<file path="src/rtl/charge_controller.sv">
// charge_controller: debounced grid-aware EV charge current ramp and contactor sequencer
package charge_controller_pkg;
   typedef enum logic [1:0] {GRID_NORMAL = 2'd0, GRID_UNSTABLE = 2'd1, GRID_CRITICAL = 2'd2} grid_state_t;
endpackage

module charge_controller
   import charge_controller_pkg::*;
#(
   parameter logic [15:0] MAX_SETPOINT    = 16'd3200,
   parameter logic [15:0] DERATE_SETPOINT = 16'd1600,
   parameter logic [15:0] RAMP_STEP       = 16'd32,
   parameter int          DEBOUNCE_CYCLES = 16,
   parameter int          COOLDOWN_CYCLES = 1024
) (
   input  logic        clk,
   input  logic        reset_n,
   input  grid_state_t grid_state,
   input  logic        ev_connected,
   input  logic        charge_request,
   output logic [15:0] current_setpoint,
   output logic        contactor_en,
   output logic        fault,
   output logic [2:0]  charge_state,
   output grid_state_t grid_state_stable
);
   localparam int DW = $clog2(DEBOUNCE_CYCLES + 1);
   localparam int CW = $clog2(COOLDOWN_CYCLES + 1);
   typedef enum logic [2:0] {IDLE, RAMP_UP, CHARGING, DERATE, RAMP_DOWN, FAULT} state_t;
   state_t state, state_n;
   grid_state_t stable, cand;
   logic [DW-1:0] deb, deb_n;
   logic [CW-1:0] cool, cool_n, cool_inc;
   logic [15:0] sp, sp_n, tgt, floor_v, up, dn;
   logic [16:0] up_sum, dn_diff;
   logic con, con_n, flt, flt_n, run;
   assign deb_n = (grid_state == cand && deb != '0) ? deb + DW'(1) : DW'(1);
   always_ff @(posedge clk or negedge reset_n) begin
      if (!reset_n) begin
         stable <= GRID_NORMAL;
         cand   <= GRID_NORMAL;
         deb    <= '0;
      end else if (grid_state == GRID_CRITICAL) begin
         stable <= GRID_CRITICAL;
         deb    <= '0;
      end else if (grid_state == stable) begin
         deb    <= '0;
      end else if (deb_n == DW'(DEBOUNCE_CYCLES)) begin
         stable <= grid_state;
         deb    <= '0;
      end else begin
         cand   <= grid_state;
         deb    <= deb_n;
      end
   end
   // Saturating 17-bit step arithmetic keeps the setpoint between floor and target.
   assign tgt      = (stable == GRID_NORMAL) ? MAX_SETPOINT : DERATE_SETPOINT;
   assign floor_v  = (state == RAMP_DOWN) ? 16'd0 : tgt;
   assign up_sum   = {1'b0, sp} + {1'b0, RAMP_STEP};
   assign dn_diff  = {1'b0, sp} - {1'b0, RAMP_STEP};
   assign up       = (up_sum >= {1'b0, tgt}) ? tgt : up_sum[15:0];
   assign dn       = (dn_diff[16] || dn_diff[15:0] <= floor_v) ? floor_v : dn_diff[15:0];
   assign cool_inc = cool + CW'(1);
   assign run      = ev_connected && charge_request;
   always_comb begin
      state_n = state;
      sp_n    = sp;
      con_n   = con;
      flt_n   = flt;
      cool_n  = cool;
      if (stable == GRID_CRITICAL) begin
         state_n = FAULT;
         sp_n    = '0;
         con_n   = 1'b0;
         flt_n   = 1'b1;
         cool_n  = '0;
      end else begin
         case (state)
            FAULT: begin
               cool_n = cool_inc;
               if (cool_inc == CW'(COOLDOWN_CYCLES)) begin
                  state_n = IDLE;
                  flt_n   = 1'b0;
                  cool_n  = '0;
               end
            end
            IDLE: begin
               sp_n  = '0;
               con_n = 1'b0;
               if (run && stable == GRID_NORMAL) begin
                  state_n = RAMP_UP;
                  con_n   = 1'b1;
               end
            end
            RAMP_UP, CHARGING, DERATE: begin
               if (!run) state_n = RAMP_DOWN;
               else if (state == CHARGING) state_n = (tgt < sp) ? DERATE : (tgt > sp) ? RAMP_UP : CHARGING;
               else if (state == RAMP_UP && tgt < sp) state_n = DERATE;
               else if (state == DERATE && tgt >= sp) state_n = CHARGING;
               else begin
                  sp_n    = (state == RAMP_UP) ? up : dn;
                  state_n = (sp_n == tgt) ? CHARGING : state;
               end
            end
            RAMP_DOWN: begin
               sp_n    = dn;
               state_n = (sp == '0) ? IDLE : RAMP_DOWN;
               con_n   = (sp != '0);
            end
            default: begin
               state_n = IDLE;
               sp_n    = '0;
               con_n   = 1'b0;
            end
         endcase
      end
   end
   always_ff @(posedge clk or negedge reset_n) begin
      if (!reset_n) begin
         state <= IDLE;
         sp    <= '0;
         con   <= 1'b0;
         flt   <= 1'b0;
         cool  <= '0;
      end else begin
         state <= state_n;
         sp    <= sp_n;
         con   <= con_n;
         flt   <= flt_n;
         cool  <= cool_n;
      end
   end
   assign current_setpoint  = sp;
   assign contactor_en      = con;
   assign fault             = flt;
   assign charge_state      = state;
   assign grid_state_stable = stable;
endmodule

</file>
<file path="config.mk">
export PLATFORM = sky130hd
export DESIGN_NAME = charge_controller
export DESIGN_NICKNAME = d
export VERILOG_FILES = /design/src/rtl/charge_controller.sv
export SDC_FILE = /design/constraint.sdc
export NUM_CORES = 1
export LEC_CHECK = 0
export ABC_AREA = 1
export BUFFER_PORTS_ARGS = -buffer_cell sky130_fd_sc_hd__buf_2
export CAP_MARGIN = 10
export CORE_ASPECT_RATIO = 0.6
export CORE_MARGIN = 8
export CORE_UTILIZATION = 55
export CTS_CLUSTER_SIZE = 8
export DETAILED_ROUTE_END_ITERATION = 8
export GPL_TIMING_DRIVEN = 0
export PLACE_DENSITY_LB_ADDON = 0.25
export SLEW_MARGIN = 20
export SYNTH_ARGS = -nofsm -noshare
export SYNTH_HDL_FRONTEND = slang
export SYNTH_SLANG_ARGS = --single-unit
export TNS_END_PERCENT = 30
</file>
<file path="constraint.sdc">
create_clock -name clk -period 3.45 [get_ports clk]
set_clock_uncertainty 0.05 [all_clocks]
set_input_delay 0.69 -clock clk [delete_from_list [all_inputs] [get_ports clk]]
set_output_delay 0.69 -clock clk [all_outputs]
set_load 0.005 [all_outputs]
</file>
# Word level (Yosys, flattened, before mapping)
# Index checks and enable logic that the tools add are counted.
[op_classes]
addsub = 4
order_cmp = 5
eq_ne = 22
mux = 39
n_bitwise = 3
n_reduce_logical = 21
[op_table]
columns = ["cell", "count"]
rows = [
  ["2-to-1 mux 16 bit", 8],
  ["case mux 16 bit (3 select lines)", 1],
  ["2-to-1 mux 11 bit", 3],
  ["2-to-1 mux 3 bit", 9],
  ["2-to-1 mux 12 bit", 2],
  ["2-to-1 mux 5 bit", 4],
  ["inequality test 3 bit, second input constant", 6],
  ["adder 16 x 6 -> 17 bit, second input constant", 1],
  [">= comparator 17 x 12 -> 1 bit", 1],
  ["subtractor 16 x 6 -> 17 bit, second input constant", 1],
  ["equality test 16 x 12 -> 1 bit", 1],
  [">= comparator 12 x 16 -> 1 bit", 1],
  ["> comparator 12 x 16 -> 1 bit", 1],
  ["<= comparator 16 x 12 -> 1 bit", 1],
  ["logical NOT 16 bit", 1],
  ["less-than comparator 12 x 16 -> 1 bit", 1],
  ["nonzero test 16 bit", 1],
  ["case mux 3 bit (4 select lines)", 1],
  ["adder 11 x 1 -> 11 bit, second input constant", 1],
  ["equality test 11 bit, second input constant", 1],
  ["2-to-1 mux 2 bit", 5],
  ["inequality test 7 bit, second input constant", 1],
  ["equality test 3 x 2 -> 1 bit, second input constant", 2],
  ["equality test 3 bit, second input constant", 2],
  ["21 further kinds", 38],
]
[totals]
reg_bits = 41
inputBits = 6
output_inout_bits = 23

# Longest topological paths before layout
[depth]
depth_word = 15
depth_mapped = 29
depth_no_buf = 28

# Least setup slack after synthesis
# OpenSTA, ideal clock, no wires.
[synth_timing]
path_kind = "register -> register"
from = "register sp[5], in the netlist current_setpoint[5]"
to = "register state[0], in the netlist charge_state[0]"
setup_ps = 117
arrival_time_ps = 2837
slack_ps = 446
path_stages_with_launch = 27
n_path_buf = 1
period_less_slack_ps = 3004
path_cell_list = "dfrtp_1 buf_6 inv_1 ha_1 nand3_1 xor2_1 inv_1 ha_1 a21oi_1 a21boi_0 nand2_1 nand2_1 nand3_4 nand2_4 nand2_2 nand2_1 nand2_1 nand2_2 nand2_2 inv_2 nand2_1 nand2_1 nand3_2 nand2_2 nand2_2 nand2_1 nand2_1"
[synth_between]
elab_chain_len = 8
[synth_lines]
columns = ["element", "line", "text"]
rows = [
  ["start, declared", "33", "logic [15:0] sp, sp_n, tgt, floor_v, up, dn;"],
  ["start signal, assigned", "126", "sp <= sp_n;"],
  ["subtractor 16 x 6 -> 17 bit / >= comparator 12 x 16 -> 1 bit (equally long branches)", "59, 98", ""],
  ["<= comparator 16 x 12 -> 1 bit / logical AND 1 bit (equally long branches)", "61, 98", ""],
  ["logical OR 1 bit / 2-to-1 mux 3 bit (equally long branches)", "61, 98", ""],
  ["2-to-1 mux 16 bit / 2-to-1 mux 3 bit (equally long branches)", "61, 97", ""],
  ["2-to-1 mux 16 bit / 2-to-1 mux 3 bit (equally long branches)", "100, 96", ""],
  ["equality test 16 x 12 -> 1 bit / 2-to-1 mux 3 bit (equally long branches)", "101, 95", ""],
  ["inequality test 7 bit (no line) / case mux 3 bit (4 select lines) (equally long branches)", "--", ""],
  ["AND reduction 3 bit (no line) / 2-to-1 mux 3 bit (equally long branches)", "--", ""],
  ["end signal, assigned", "125", "state <= state_n;"],
  ["end, declared", "29", "state_t state, state_n;"],
]
# Several ways; a longest one is shown, not always the timed one.
# A chain may end at the register's enable or synchronous reset.

# Worst setup path in the final report
[layout_timing]
from = "register sp[6], in the netlist current_setpoint[6]"
to = "register state[0], in the netlist charge_state[0]"
# Same word-level chain as after synthesis.

==> flow_metrics.env <==
export IMPL_arrival_ns=3.35
export IMPL_cp_slowest_cell="dfrtp_1"
export IMPL_final_util=0.657
export IMPL_p_int_uw=1550
export IMPL_synth_ff_type="dfrtp_1"
export IMPL_comb_power_share=0.680
export IMPL_syn_area_um2=3280
export IMPL_clk_pin_slew_ns=0.08
export IMPL_placed_cells=585
export IMPL_power_density_nw_per_um2=887
export IMPL_track_usage=0.207
export IMPL_synthArstFlopShare=1.00
export IMPL_synth_mux_area_frac=0
export IMPL_synth_seq_cells=41
export IMPL_first_pass_iters=5
export IMPL_detail_route_antenna_nets=0
export IMPL_critPathRequiredTime_ns=3.60
export IMPL_max_clock_freq_ghz=0.312
export IMPL_grt_start_max_net_pins=42
export IMPL_avgSynthCellArea_um2=6.88
export IMPL_clock_path_buffers=2
export IMPL_wirelength_um=8670
export IMPL_drv_slew=0
export IMPL_insertion_delay_ns=0.31
export IMPL_core_um2=5680
export IMPL_seqPwrFrac=0.195
export IMPL_cts_htree_levels=2
export IMPL_startpoint_type="flop"
export IMPL_ys_seq_area_frac=0.313
export IMPL_layout_commonest_cell="nand2_1"
export IMPL_grt_pass1_vias=2881
export IMPL_synth_edf_count=0
export IMPL_drive_above_1_share=0.163
export IMPL_p_leak_uw=0.00189
export IMPL_first_iter_violations=337
export IMPL_synthAdderAreaFrac=0.0686
export IMPL_cp_end_kind="flop"
export IMPL_netSwitchingFraction=0.531
export IMPL_crit_top_cell="nand2_1"
export IMPL_placementRows=21
export IMPL_hp_class="flop to flop"
export IMPL_holdWs_ns=0.454
export IMPL_overflow=0
export IMPL_path_max_fanout=6
export IMPL_root_buffer="clkbuf_8"
export IMPL_post_drt_wl_per_cell_um=14.6
export IMPL_vdd_ir_drop_worst_mv=0.478
export IMPL_vias=3325
export IMPL_synth_xor_xnor_area_share=0.0480
export IMPL_fin_crit_sh=0.929
export IMPL_grt_pass1_wl_um=14200
export IMPL_fin_crit_ns=3.20
export IMPL_dp_hpwl_um=6560
export IMPL_status="finished clean"
export IMPL_ys_types=37
export IMPL_ctsHoldBuffers=0
export IMPL_antenna_found_initial=0
export IMPL_gp_congestion=0.936
export IMPL_rsz0062_at_grt="false"
export IMPL_relSlewSlack=0.379
export IMPL_fp_dieW_um=116
export IMPL_start_util=0.578
export IMPL_cts_sinks=41
export IMPL_ios=29
export IMPL_synth_nets=501
export IMPL_critical_path_max_stage_delay_ns=0.50
export IMPL_die_area_um2=8780
export IMPL_maxCapViolations=0
export IMPL_crit_type="flop to flop"
export IMPL_post_drt_via_cell_ratio=5.59
export IMPL_cts_buffers=5
export IMPL_finalHoldViolCount=0
export IMPL_n_antenna_cell=0
export IMPL_worstMarginPinSlew_ns=0.932
export IMPL_drc=0
export IMPL_layout_nets=538
export IMPL_fin_cells=595
export IMPL_p_sw_uw=1760
export IMPL_synth_top_family_by_area="simple AND/OR/NAND/NOR gates"
export IMPL_cts_tree="built"
export IMPL_clkPwrFrac=0.125
export IMPL_synth_warnings=0
export IMPL_synth_compound_area_share=0.111
export IMPL_fp_dieH_um=75.8
export IMPL_synthSimpleGateAreaFrac=0.352
export IMPL_netlist_instances=477
export IMPL_area_delta_synth_final_pct=13.5
export IMPL_layout_common_cells="nand2_1 (104), inv_1 (74), nor2_1 (58), nand3_1 (42), dfrtp_1 (41)"
export IMPL_finalSetupViolCount=0
export IMPL_port_buffers=28
synthesized netlist by cell type, types with 2 or more instances:
| master | instances | area (µm²) |
|---|---|---|
| a21oi_1 | 12 | 60.1 |
| o21ai_0 | 14 | 70.1 |
| nor3_1 | 8 | 40.0 |
| xor2_1 | 12 | 105 |
| ha_1 | 18 | 225 |
| a32o_1 | 2 | 20.0 |
| o21a_1 | 2 | 15.0 |
| inv_2 | 5 | 18.8 |
| nand3_2 | 4 | 40.0 |
| nor2_4 | 3 | 33.8 |
| dfrtp_1 | 41 | 1030 |
| nor2_1 | 61 | 229 |
| nand3b_1 | 2 | 15.0 |
| o22ai_1 | 15 | 93.8 |
| nand2_2 | 10 | 62.6 |
| o21ai_1 | 7 | 35.0 |
| buf_6 | 4 | 45.0 |
| nand4_1 | 7 | 43.8 |
| o211ai_1 | 2 | 15.0 |
| inv_1 | 75 | 282 |
| nor2_2 | 7 | 43.8 |
| nand2_1 | 104 | 390 |
| xnor2_1 | 6 | 52.6 |
| nand3_1 | 43 | 215 |
path summary, 6_finish.rpt:
check,from,end,slack [ns],depth (start not counted)
worst max-delay path,current_setpoint[6],charge_state[0],0.25,27
worst min-delay path,cool[0],cool[0],0.45,1
worst max register to register,current_setpoint[6],charge_state[0],0.25,27
worst min register to register,cool[0],cool[0],0.45,1
max in group asynchronous,reset_n,current_setpoint[6],2.30,1
min in group asynchronous,reset_n,cool[8],0.46,1
power by group through the flow:
stage | logic, µW | clock network, µW | registers, µW
3_5_place_dp | 2050 | 0 | 651
2_1_floorplan | 1580 | 0 | 640
4_1_cts | 2090 | 411 | 643
6_report | 2250 | 411 | 646
5_1_grt | 2500 | 435 | 657
3_3_place_gp | 2010 | 0 | 649
cell type report:
cell class | count | area, µm²
buffer | 6 | 53.8
clock buffer | 5 | 68.8
clock inverter | 3 | 43.8
fill | 513 | 1950
inverter | 80 | 303
multi-input combinational | 350 | 1980
sequential | 41 | 1030
tap | 80 | 100
timing repair buffer | 30 | 155
worst max-delay path, delay by kind of cell (launching register included):
| family | cells | cell delay, ns |
|---|---|---|
| adders and majority gates | 2 | 0.50 |
| and+or+nand+nor | 20 | 1.48 |
| xor gates and xnor gates | 1 | 0.19 |
| buffers and inverters | 4 | 0.34 |
| DFF | 1 | 0.50 |
per-layer routing:
metal  share of wire  track usage
met1            0.49        0.306
met2            0.39        0.292
met4          0.0061       0.0399
met3            0.11       0.0554
met5               0            0
repair_timing:
item                                    4_1_cts  5_1_grt
resized for setup                             5       11
gates cloned                                  0        0
pin swaps                                     1        1
endpoints found under the setup margin       11       14
buffers inserted                              0        2
registers in the layout, summed over array words and instances, names as in the netlist:
signal,count
current_setpoint,16
cool,11
charge_state,3
cand,2
grid_state_stable,2
contactor_en,1
fault,1
deb,5
kinds of logic (layout without fill, tap and decap cells):
logic type,Yosys count,after routing
buf+inv,86,124
xor+xnor,18,18
compound gates,61,61
fa+ha+maj,18,18
flops,41,41
simple gates,253,253
metrics by stage:
| stage | instance area [µm²] | worst slack (ns) | power (µW) | TNS (ns) |
|---|---|---|---|---|
| after global routing | 3730 | 0.0130 | 3590 | 0 |
| after floorplan | 3280 | 0.446 | 2220 | 0 |
| after detailed placement | 3520 | -0.124 | 2700 | -0.694 |
| after global placement | 3520 | -0.0721 | 2660 | -0.370 |
| final | 3730 | 0.247 | 3300 | 0 |
| after CTS | 3650 | 0.0429 | 3140 | 0 |
No activity file was read; power rests on OpenSTA's default activity.
